==> config.mk <==
export PLATFORM = sky130hd
export DESIGN_NAME = vga_scaled_display
export DESIGN_NICKNAME = d
export VERILOG_FILES = /design/src/rtl/vga_scaled_display.sv
export SDC_FILE = /design/constraint.sdc
export NUM_CORES = 1
export LEC_CHECK = 0
export ABC_AREA = 1
export CORE_ASPECT_RATIO = 0.8
export CORE_UTILIZATION = 23
export CTS_BUF_LIST = sky130_fd_sc_hd__clkbuf_8
export CTS_CLUSTER_SIZE = 40
export DETAILED_ROUTE_END_ITERATION = 8
export GPL_TIMING_DRIVEN = 0
export HOLD_SLACK_MARGIN = 0.06
export PLACE_DENSITY = 0.52
export SETUP_SLACK_MARGIN = 0.4
export SLEW_MARGIN = 10
export SYNTH_ARGS = -nofsm -noshare
export SYNTH_HDL_FRONTEND = slang
export SYNTH_SLANG_ARGS = --single-unit
==> constraint.sdc <==
create_clock -name clk_25 -period 3.54 [get_ports clk_25]
set_input_delay 0.708 -clock clk_25 [delete_from_list [all_inputs] [get_ports clk_25]]
set_output_delay 0.708 -clock clk_25 [all_outputs]
set_load 0.005 [all_outputs]
==> src/rtl/vga_scaled_display.sv <==
// VGA timing plus upscaled, double-buffered framebuffer readout on one pixel clock.
// Optional build macro VGA_TEST_PATTERN_EN adds a test_mode input selecting internal colour bars.
module vga_scaled_display #(
  parameter int H_ACTIVE    = 640,
  parameter int H_FP        = 16,
  parameter int H_SYNC      = 96,
  parameter int H_BP        = 48,
  parameter int V_ACTIVE    = 480,
  parameter int V_FP        = 10,
  parameter int V_SYNC      = 2,
  parameter int V_BP        = 33,
  parameter int SCALE_SHIFT = 2,
  parameter int PIX_W       = 3,
  parameter int ADDR_WIDTH  = 15,
  parameter int RD_LATENCY  = 1,
  parameter int SYNC_POL    = 0
) (
  input  logic                  clk_25,
  input  logic                  reset,
  input  logic                  swap_req,
`ifdef VGA_TEST_PATTERN_EN
  input  logic                  test_mode,
`endif
  output logic                  swap_ack,
  output logic                  buf_sel,
  output logic [ADDR_WIDTH:0]   rd_addr,
  input  logic [PIX_W-1:0]      rd_data,
  output logic [PIX_W-1:0]      rgb,
  output logic                  hs,
  output logic                  vs,
  output logic                  bright,
  output logic [9:0]            h_count,
  output logic [9:0]            v_count,
  output logic                  frame_start
);
  localparam int STAGES = RD_LATENCY + 2;
  localparam logic [9:0] H_LAST  = 10'(H_ACTIVE + H_FP + H_SYNC + H_BP - 1);
  localparam logic [9:0] V_LAST  = 10'(V_ACTIVE + V_FP + V_SYNC + V_BP - 1);
  localparam logic [9:0] H_ACT_C = 10'(H_ACTIVE);
  localparam logic [9:0] V_ACT_C = 10'(V_ACTIVE);
  localparam logic [9:0] HS_BEG  = 10'(H_ACTIVE + H_FP);
  localparam logic [9:0] HS_END  = 10'(H_ACTIVE + H_FP + H_SYNC);
  localparam logic [9:0] VS_BEG  = 10'(V_ACTIVE + V_FP);
  localparam logic [9:0] VS_END  = 10'(V_ACTIVE + V_FP + V_SYNC);
  localparam logic [9:0] V_MASK  = 10'((1 << SCALE_SHIFT) - 1);
  localparam logic [ADDR_WIDTH-1:0] SRC_W = ADDR_WIDTH'(H_ACTIVE >> SCALE_SHIFT);
  localparam logic ACT_LVL = 1'(SYNC_POL);

  typedef struct packed {
    logic act;
    logic hs;
    logic vs;
`ifdef VGA_TEST_PATTERN_EN
    logic [PIX_W-1:0] pat;
`endif
  } stage_t;

  logic [9:0]            h_nxt, v_nxt;
  logic                  h_wrap, v_wrap;
  logic [ADDR_WIDTH-1:0] line_base, offset;
  logic                  swap_req_d, pending, req_edge, at_swap;
  stage_t                raw;
  stage_t                vld_pipe [STAGES-1:0];
  logic [PIX_W-1:0]      src_pix;

  always_comb begin
    h_wrap   = (h_count == H_LAST);
    v_wrap   = (v_count == V_LAST);
    h_nxt    = h_wrap ? 10'd0 : h_count + 10'd1;
    v_nxt    = v_count;
    if (h_wrap) v_nxt = v_wrap ? 10'd0 : v_count + 10'd1;
    offset   = line_base + ADDR_WIDTH'(h_count >> SCALE_SHIFT);
    raw      = '0;
    raw.act  = (h_count < H_ACT_C) && (v_count < V_ACT_C);
    raw.hs   = (h_count >= HS_BEG) && (h_count < HS_END);
    raw.vs   = (v_count >= VS_BEG) && (v_count < VS_END);
`ifdef VGA_TEST_PATTERN_EN
    raw.pat  = PIX_W'(h_count / 10'(H_ACTIVE / 8));
    src_pix  = test_mode ? vld_pipe[STAGES-2].pat : rd_data;
`else
    src_pix  = rd_data;
`endif
    req_edge = swap_req && !swap_req_d;
    at_swap  = (h_count == 10'd0) && (v_count == V_ACT_C);
  end

  // line_base tracks (v>>SCALE_SHIFT)*SRC_W; it advances when the next line starts a new source row
  always_ff @(posedge clk_25) begin
    if (reset) begin
      h_count     <= '0;
      v_count     <= '0;
      line_base   <= '0;
      rd_addr     <= '0;
      frame_start <= 1'b0;
    end else begin
      h_count     <= h_nxt;
      v_count     <= v_nxt;
      frame_start <= (h_nxt == 10'd0) && (v_nxt == 10'd0);
      rd_addr     <= {buf_sel, raw.act ? offset : '0};
      if (h_wrap) begin
        if (v_nxt == 10'd0)                line_base <= '0;
        else if ((v_nxt & V_MASK) == 10'd0) line_base <= line_base + SRC_W;
      end
    end
  end

  // Swap only at the first blanking line so buf_sel is stable for the whole visible frame
  always_ff @(posedge clk_25) begin
    if (reset) begin
      swap_req_d <= 1'b0;
      pending    <= 1'b0;
      buf_sel    <= 1'b0;
      swap_ack   <= 1'b0;
    end else begin
      swap_req_d <= swap_req;
      swap_ack   <= 1'b0;
      if (at_swap && (pending || req_edge)) begin
        buf_sel  <= ~buf_sel;
        swap_ack <= 1'b1;
        pending  <= 1'b0;
      end else if (req_edge) begin
        pending  <= 1'b1;
      end
    end
  end

  // Delay line: stage STAGES-2 lines up with rd_data, rgb register adds the last clock
  always_ff @(posedge clk_25) begin
    if (reset) begin
      for (int i = 0; i < STAGES; i++) vld_pipe[i] <= '0;
      rgb <= '0;
    end else begin
      vld_pipe[0] <= raw;
      for (int i = 1; i < STAGES; i++) vld_pipe[i] <= vld_pipe[i-1];
      rgb <= vld_pipe[STAGES-2].act ? src_pix : '0;
    end
  end

  assign bright = vld_pipe[STAGES-1].act;
  assign hs     = vld_pipe[STAGES-1].hs ? ACT_LVL : ~ACT_LVL;
  assign vs     = vld_pipe[STAGES-1].vs ? ACT_LVL : ~ACT_LVL;

endmodule

Word level (Yosys, flattened, before mapping)
Memories as Yosys holds them, arrays and structs flattened.
Index checks and enable logic that the tools add are counted.
{ "totals": {"register_bits": 59, "ramBits": 9, "input_bits": 6, "out_inout_bits": 45, "word_cells": 63, "n_memories": 1} }
{ "mem_list": {"columns": ["memory", "depth", "word_bits", "rd", "rd_clocked_by_memory_dff", "wr", "line", "rtl"], "rows": [
  ["vld_pipe", 3, 3, 3, 0, 3, "63", "stage_t vld_pipe [STAGES-1:0];"]
]} }
{ "op_classes": {"addsub": 4, "magnitude_cmp": 6, "n_eq_ne": 3, "mux": 14, "bitwise_logic": 6, "n_reduce_logical": 18} }
{ "ops": {"columns": ["op", "n"], "rows": [
  ["10-bit zero test", 4],
  ["10-bit two-way mux", 3],
  ["15-bit two-way mux", 2],
  ["10-bit by 1-bit adder with 10-bit output, second input constant", 2],
  ["10-bit == test, second input constant", 2],
  ["10-bit less-than comparator, second input constant", 2],
  ["10-bit by 9-bit less-than comparator with 1-bit output, second input constant", 2],
  ["15-bit by 8-bit adder with 15-bit output", 1],
  ["15-bit by 8-bit adder with 15-bit output, second input constant", 1],
  ["10-bit by 9-bit == test with 1-bit output, second input constant", 1],
  ["10-bit greater-or-equal comparator, second input constant", 1],
  ["10-bit by 9-bit greater-or-equal comparator with 1-bit output, second input constant", 1],
  ["3-bit two-way mux", 3],
  ["1-bit logical AND", 7],
  ["1-bit two-way mux", 6],
  ["2-bit OR reduction", 3],
  ["1-bit NOT", 3],
  ["1-bit OR", 3],
  ["2-bit AND reduction", 1],
  ["2-bit nonzero test", 1],
  ["1-bit zero test", 1],
  ["1-bit logical OR", 1]
]} }

Logic depth before layout (Yosys ltp)
{ "logic_depth": {"word_depth": 6, "ltp_mapped": 15, "ltp_nobuf": 15} }

Least setup slack after synthesis
Ideal clock, no wire load.
{ "synth_path": {"path_type": "flip-flop to flip-flop", "startpoint": "register h_count[0]", "endpoint": "register line_base[6]", "setup_ns": 0.117, "arrival_time_ns": 1.716, "t_required_ns": 3.423, "path_slack_ns": 1.707, "stages_incl_launch_ff": 14, "n_path_buf": 1, "path_cell_list": "dfxtp_1 > ha_1 > nand3_2 > clkinv_2 > nand3_4 > buf_6 > nand2_2 > o21ai_1 > nor2_1 > nand2_1 > nor2_4 > nand3_4 > nand2_4 > nor2_2"} }
{ "synth_between": {"elab_chain_len": 5} }
{ "synth_rtl": {"columns": ["element", "line", "rtl"], "rows": [
  ["from (decl)", "32", "output logic [9:0] h_count,"],
  ["from (signal assigned)", "96", "h_count <= h_nxt;"],
  ["10-bit == test *", "67", "h_wrap = (h_count == H_LAST);"],
  ["10-bit two-way mux", "71", "if (h_wrap) v_nxt = v_wrap ? 10'd0 : v_count + 10'd1;"],
  ["10-bit zero test (on tied branches)", "101, 102", null],
  ["2-bit nonzero test (no source line)", null, null],
  ["2-bit AND reduction (no source line)", null, null],
  ["to (signal assigned)", "102", "else if ((v_nxt & V_MASK) == 10'd0) line_base <= line_base + SRC_W;"],
  ["to (decl)", "60", "logic [ADDR_WIDTH-1:0] line_base, offset;"]
]} }
Every way passes the cells marked *; elsewhere a longest branch is shown, timed or not.
A chain may end at the register's enable or synchronous reset.

Worst setup path in the final report
{ "layout_path": {"startpoint": "input reset", "endpoint": "register rd_addr[4]"} }
{ "layout_between": {"elab_chain_len": 1} }
{ "layout_rtl": {"columns": ["element", "line", "rtl"], "rows": [
  ["from (decl)", "19", "input logic reset,"],
  ["2-bit OR reduction (no source line)", null, null],
  ["to (signal assigned)", "99", "rd_addr <= {buf_sel, raw.act ? offset : '0};"],
  ["to (decl)", "26", "output logic [ADDR_WIDTH:0] rd_addr,"]
]} }
Every way passes these cells.

==> run metrics <==
CP Launch Type primary input; postcts setup bufs 0; Worst-path clk slew approximately 0.07 ns; worst hold margin roughly 0.4 ns; post-synthesis sequential area ratio 0.409; Max clock buf depth 2; placer congestion estimate approximately 0.87; final wirelength roughly 8000 um; outcome complete, no violations; Hold Buf Count CTS 0; core area roughly 13000 um2; clk sinks 63; largest area contributor in the netlist dfxtp_1; Leak between 1.5 and 2 nW; CTS tree built; #FFs+latches synth 63; Area contributors post-synth dfxtp_1 (41%), nand2_1 (10%), inv_1 (8.5%); die span in y 106 um; Routed Antenna Nets 0; io pins roughly 50; Post-Syn Instances between 400 and 500; RSZ-0062 raised after global routing false; PnR Total Power between 1 and 1.5 mW; Final Hold Fails 0; Post-Place Cells roughly 660; critical path required time about 3.8 ns; period utilization 0.668; post-synth top area share 0.409; DRC Markers 0; slew at the pin closest to its max-slew limit ~0.70 ns; 1st-pass router iterations 4; pre-CTS setup slack around 0.83 ns; commonest non-fill, non-tap cells in the layout nand2_1 (82), inv_1 (72), nor2_1 (68); WS Path Type primary input to register; largest net degree at the start of global routing 11; PostCTS Resize Cnt 0; H-tree levels 3; die area roughly 14000 um2; Post-synth EDFFs 0; most common cell after layout, fill and taps aside nand2_1; syn_nets 450; Final setup viols 0; clock skew after layout ~0.0097 ns; Slew HR 0.531; detail-routed via count per cell between 4 and 5; crit-path cells clkdlybuf4s50_1 > nor2_1 > inv_1 > nor3_1 > inv_1 > buf_2 > nor3b_1; die width 131 um; Power Density between 300 and 400 nW/um2; CP arrival between 2 and 3 ns; Core Rows 37; antenna violations before repair 0; antenna fix cells 0; Final WS setup about 1.2 ns; HPWL Detailed 6020 um; clock latency on the worst-skew pair about 0.34 ns; largest fanout on the critical path 10; synthesized cell area just over 3000 um2; I/O Buffers 50; crit-path max cell delay around 0.57 ns; asr flop ratio synth 0; Top cell by count, worst path inv_1; Avg Inst Size Synth between 7 and 8 um2; first-pass GRT wire length approximately 14000 um; Max Clk Rate around 420 MHz; Period minus WS final approximately 2.4 ns; Max Cap Viol 0; Final TNS setup 0 ns; drt initial violations 100; total gr overflow 0; total vias in the final route between 2000 and 3000; share of post-route cells with drive strength above 1 0.0862; fin nets 511; top_reg_cell synth dfxtp_1; Hold Path Class register to register; Overall Global Routing Usage 0.128; Starting Density 0.238; max-slew violation count 0; number of global-route vias before repair around 2800; Syn-to-layout area delta 30.2%; Ys Warns 0; Synth cell types 38; Slowest-stage cell, CP nor3_1; Root Driver clkbuf_8; CP Capture Type register; CTS Buf Count 9; fin cells 674; wire per inst between 10 and 15 um; peak supply drop about 0.12 mV
[cell families (layout without fill, tap and decap cells)]
group	after synthesis	in the layout	synth area share
AOI/OAI and AO/OA	44	44	0.0784
xor gates and xnor gates	13	13	0.0369
adders and majority gates	10	10	0.0406
buffers and inverters	85	150	0.110
DFF	63	63	0.409
muxes	1	1	0.00325
other	1	1	0.00122
and+or+nand+nor	217	217	0.320
[worst max-delay path, delay by kind of cell]
family	cells	cell delay, ns
and+or+nand+nor	3	0.96
buffers and inverters	4	0.93
[where the power goes]
group          switching, mW  internal (mW)
Clock                  0.283          0.407
Combinational         0.0319         0.0277
Sequential           0.00695          0.718
Total                  0.322           1.15
[cell type report]
class                   instances  area, um2
clock inverters                 5       75.1
inverters                      76        287
well taps                     175        219
clock buffers                  10        138
flip-flops and latches         63       1260
plain buffers                   9       52.6
multi-input cells             286       1480
repair buffers                 50        500
fillers                      1427       8950
[per-stage QoR]
| step | area, um2 | utilization |
|---|---|---|
| 6_report | 4010 | 0.310 |
| 5_1_grt | 4010 | 0.310 |
| 4_1_cts | 4010 | 0.310 |
| 3_5_place_dp | 3800 | 0.293 |
| 3_3_place_gp | 3800 | 0.293 |
| 2_1_floorplan | 3080 | - |
[synthesized netlist by cell type (2+ instances only)]
cell type,count
nand2_2,3
nor2_4,2
nor3_1,9
a21oi_1,19
o21ai_1,5
ha_1,10
nor2_1,68
nor4_1,2
nand3_2,2
o21ai_0,13
nor2_2,8
buf_4,2
dfxtp_1,63
inv_1,70
buf_2,2
inv_2,5
buf_1,2
xor2_1,13
nand4_1,9
nand2_1,82
nand3_1,24
nand3_4,2
a211oi_1,2
and2_1,3
[routing by layer]
metal  wire length, um  global-route usage
met5                 0                   0
met4               107              0.0515
met3               356              0.0390
met2              3480               0.200
met1              3990               0.163
[flip-flops by register name, indices dropped and copies added, names as in the netlist]
signal       count
rd_addr         16
swap_req_d       1
frame_start      1
v_count         10
swap_ack         1
h_count         10
line_base       10
rgb              3
pending          1
buf_sel          1
vld_pipe         9
[worst paths after layout]
path,startpoint,endpoint,slack (ns),cells after the start
worst min register to register,vld_pipe[0][3],vld_pipe[0][6],0.40,2
worst max register to register,v_count[0],line_base[6],1.40,13
worst min-delay path,vld_pipe[0][3],vld_pipe[0][6],0.40,2
worst max-delay path,reset,rd_addr[4],1.18,7
(Power assumes the default switching activity.)
==> edit: new RTL, same settings <==
Add an input register stage for `swap_req`, without a reset; this delays it by one clock. The other inputs are not delayed to match.
--- a/src/rtl/vga_scaled_display.sv
+++ b/src/rtl/vga_scaled_display.sv
@@ -56,4 +56,10 @@
   } stage_t;
 
+  logic swap_req_q;
+
+  always_ff @(posedge clk_25) begin
+    swap_req_q <= swap_req;
+  end
+
   logic [9:0]            h_nxt, v_nxt;
   logic                  h_wrap, v_wrap;
@@ -81,5 +87,5 @@
     src_pix  = rd_data;
 `endif
-    req_edge = swap_req && !swap_req_d;
+    req_edge = swap_req_q && !swap_req_d;
     at_swap  = (h_count == 10'd0) && (v_count == V_ACT_C);
   end
@@ -113,5 +119,5 @@
       swap_ack   <= 1'b0;
     end else begin
-      swap_req_d <= swap_req;
+      swap_req_d <= swap_req_q;
       swap_ack   <= 1'b0;
       if (at_swap && (pending || req_edge)) begin
Function: no difference found for any inputs over 10 cycles, from zero or initial values and one cycle with reset high; that may be too few to reach the edited logic, so the function may still have changed.
==> edit against the unedited design <==
- global-route usage is 0.70 points lower
- area after synthesis fell by 2.1%
- die area fell by 2.0%
- setup slack about the same
- count of clock-buffer cells in the layout down 1
- critical endpoint is now rd_addr[13]$_SDFF_PP0_
- register-to-register slack worse by 0.04 ns
- cell area fell by 2.3%
- wire length down 5.7%
- maximum frequency is essentially flat
- clock skew grew 0.0013 ns
- first-iteration DRC count up 63%
- total power shrank 4.7%
- sequential cell count rose by 1
- utilization decreased by 0.38 points
==> edit: results (changes against the unedited design) <==
- Run status: completed (unchanged)
- Setup WS post-layout: 1.18 ns (about the same)
- GRT Util Overall: 12.1% (was 12.8%)
- Final net count: 501 (was 511)
- Detailed-routed wire length on met3: 435 µm (was 356 µm)
- Total wire length: 7480 µm (was 7930 µm)
- Top cell family by delay on the critical path: buffers and inverters (was simple AND/OR/NAND/NOR gates)
- HP Start: vld_pipe[0][4]$_SDFF_PP0_ (was vld_pipe[0][3]$_SDFF_PP0_)
- Number of global-route vias before repair: 2,705 (was 2,845)
- Instance area at placement: 3740 µm² (was 3800 µm²)
- Cells after synthesis: 424 (was 434)
- RR Endpoint: line_base[14]$_SDFFE_PP0P_ (was line_base[6]$_SDFFE_PP0P_)
- Vias/cell: 4.13 (was 4.12)
- Met1 track demand over resource: 16.2% (was 16.3%)
- Wire length of the first global-routing pass: 12,800 µm (was 13,800 µm)
- Slowest Stage Delay on Critical Path: 0.54 ns (was 0.57 ns)
- Number of nets produced by synthesis: 440 (was 450)
- Final hold slack: 0.402 ns (was 0.401 ns)
- Endpoint of the worst hold path: vld_pipe[0][7]$_SDFF_PP0_ (was vld_pipe[0][6]$_SDFF_PP0_)
- Chip width: 130 µm (was 131 µm)
- Fraction of met2 tracks used by global routing: 18.3% (was 20.0%)
- List of most frequent post-synthesis cells: nand2_1, nor2_1, dfxtp_1, inv_1, nand3_1 (was nand2_1, inv_1, nor2_1, dfxtp_1, nand3_1)
- Slowest stage cell on the critical path: clkdlybuf4s50_1 (was nor3_1)
- Final HPWL DP: 5720 µm (was 6020 µm)
- Worst setup slack after placement: 0.783 ns (was 0.831 ns)
- Post-route clock skew: 0.0110 ns (was 0.00968 ns)
- IR Drop Worst-Case VDD: 0.152 mV (was 0.121 mV)
- Cell depth of the worst hold path: 2 (unchanged)
- Largest net degree at the start of global routing: 12 (was 11)
- Post-placement cell count: 649 (was 659)
- Met1 WL: 3640 µm (was 3990 µm)
- Static Leakage: 1.59 nW (was 1.72 nW)
- Met2 wire len: 3290 µm (was 3480 µm)
- Part of the Yosys area used for sequential elements: 42.5% (was 40.9%)
- RePlAce Congestion: 0.845 (was 0.866)
- Synth top area cells: dfxtp_1, nand2_1, nor2_1 (was dfxtp_1, nand2_1, inv_1)
- Per-cell routed wire length: 11.3 µm (was 11.8 µm)
- DR iter-0 viols: 163 (was 100)
- RR Startpoint: h_count[0]$_SDFF_PP0_ (was v_count[0]$_SDFF_PP0_)
- Register-to-register setup slack: 1.36 ns (was 1.40 ns)
- GRT met3 Usage: 3.24% (was 3.90%)
-- edit: layout make-up --
cell class / count / area, µm²
Tap cell: 175 / 219
Buffer: 10 / 58.8
Clock buffer: 9 / 124
Multi-Input combinational cell: 280 / 1410
Fill cell: 1404 / 8900
Clock inverter: 6 / 61.3
Inverter: 70 / 264
Timing Repair Buffer: 50 / 500
Sequential cell: 64 / 1280
-- edit: cells by family after synthesis --
| family | count (synthesis) | synth area share, % |
|---|---|---|
| adders and majority gates | 10 | 4.15 |
| DFF | 64 | 42.5 |
| AOI/OAI and AO/OA | 38 | 7.17 |
| other | 1 | 0.124 |
| and+or+nand+nor | 221 | 32.5 |
| xor gates and xnor gates | 10 | 2.90 |
| buffers and inverters | 80 | 10.7 |
-- edit: report_power, final --
part           internal [W]  total (W)  switching, W
Sequential         0.000730   0.000738    0.00000754
Combinational     0.0000281  0.0000592     0.0000311
Clock              0.000318   0.000609      0.000291
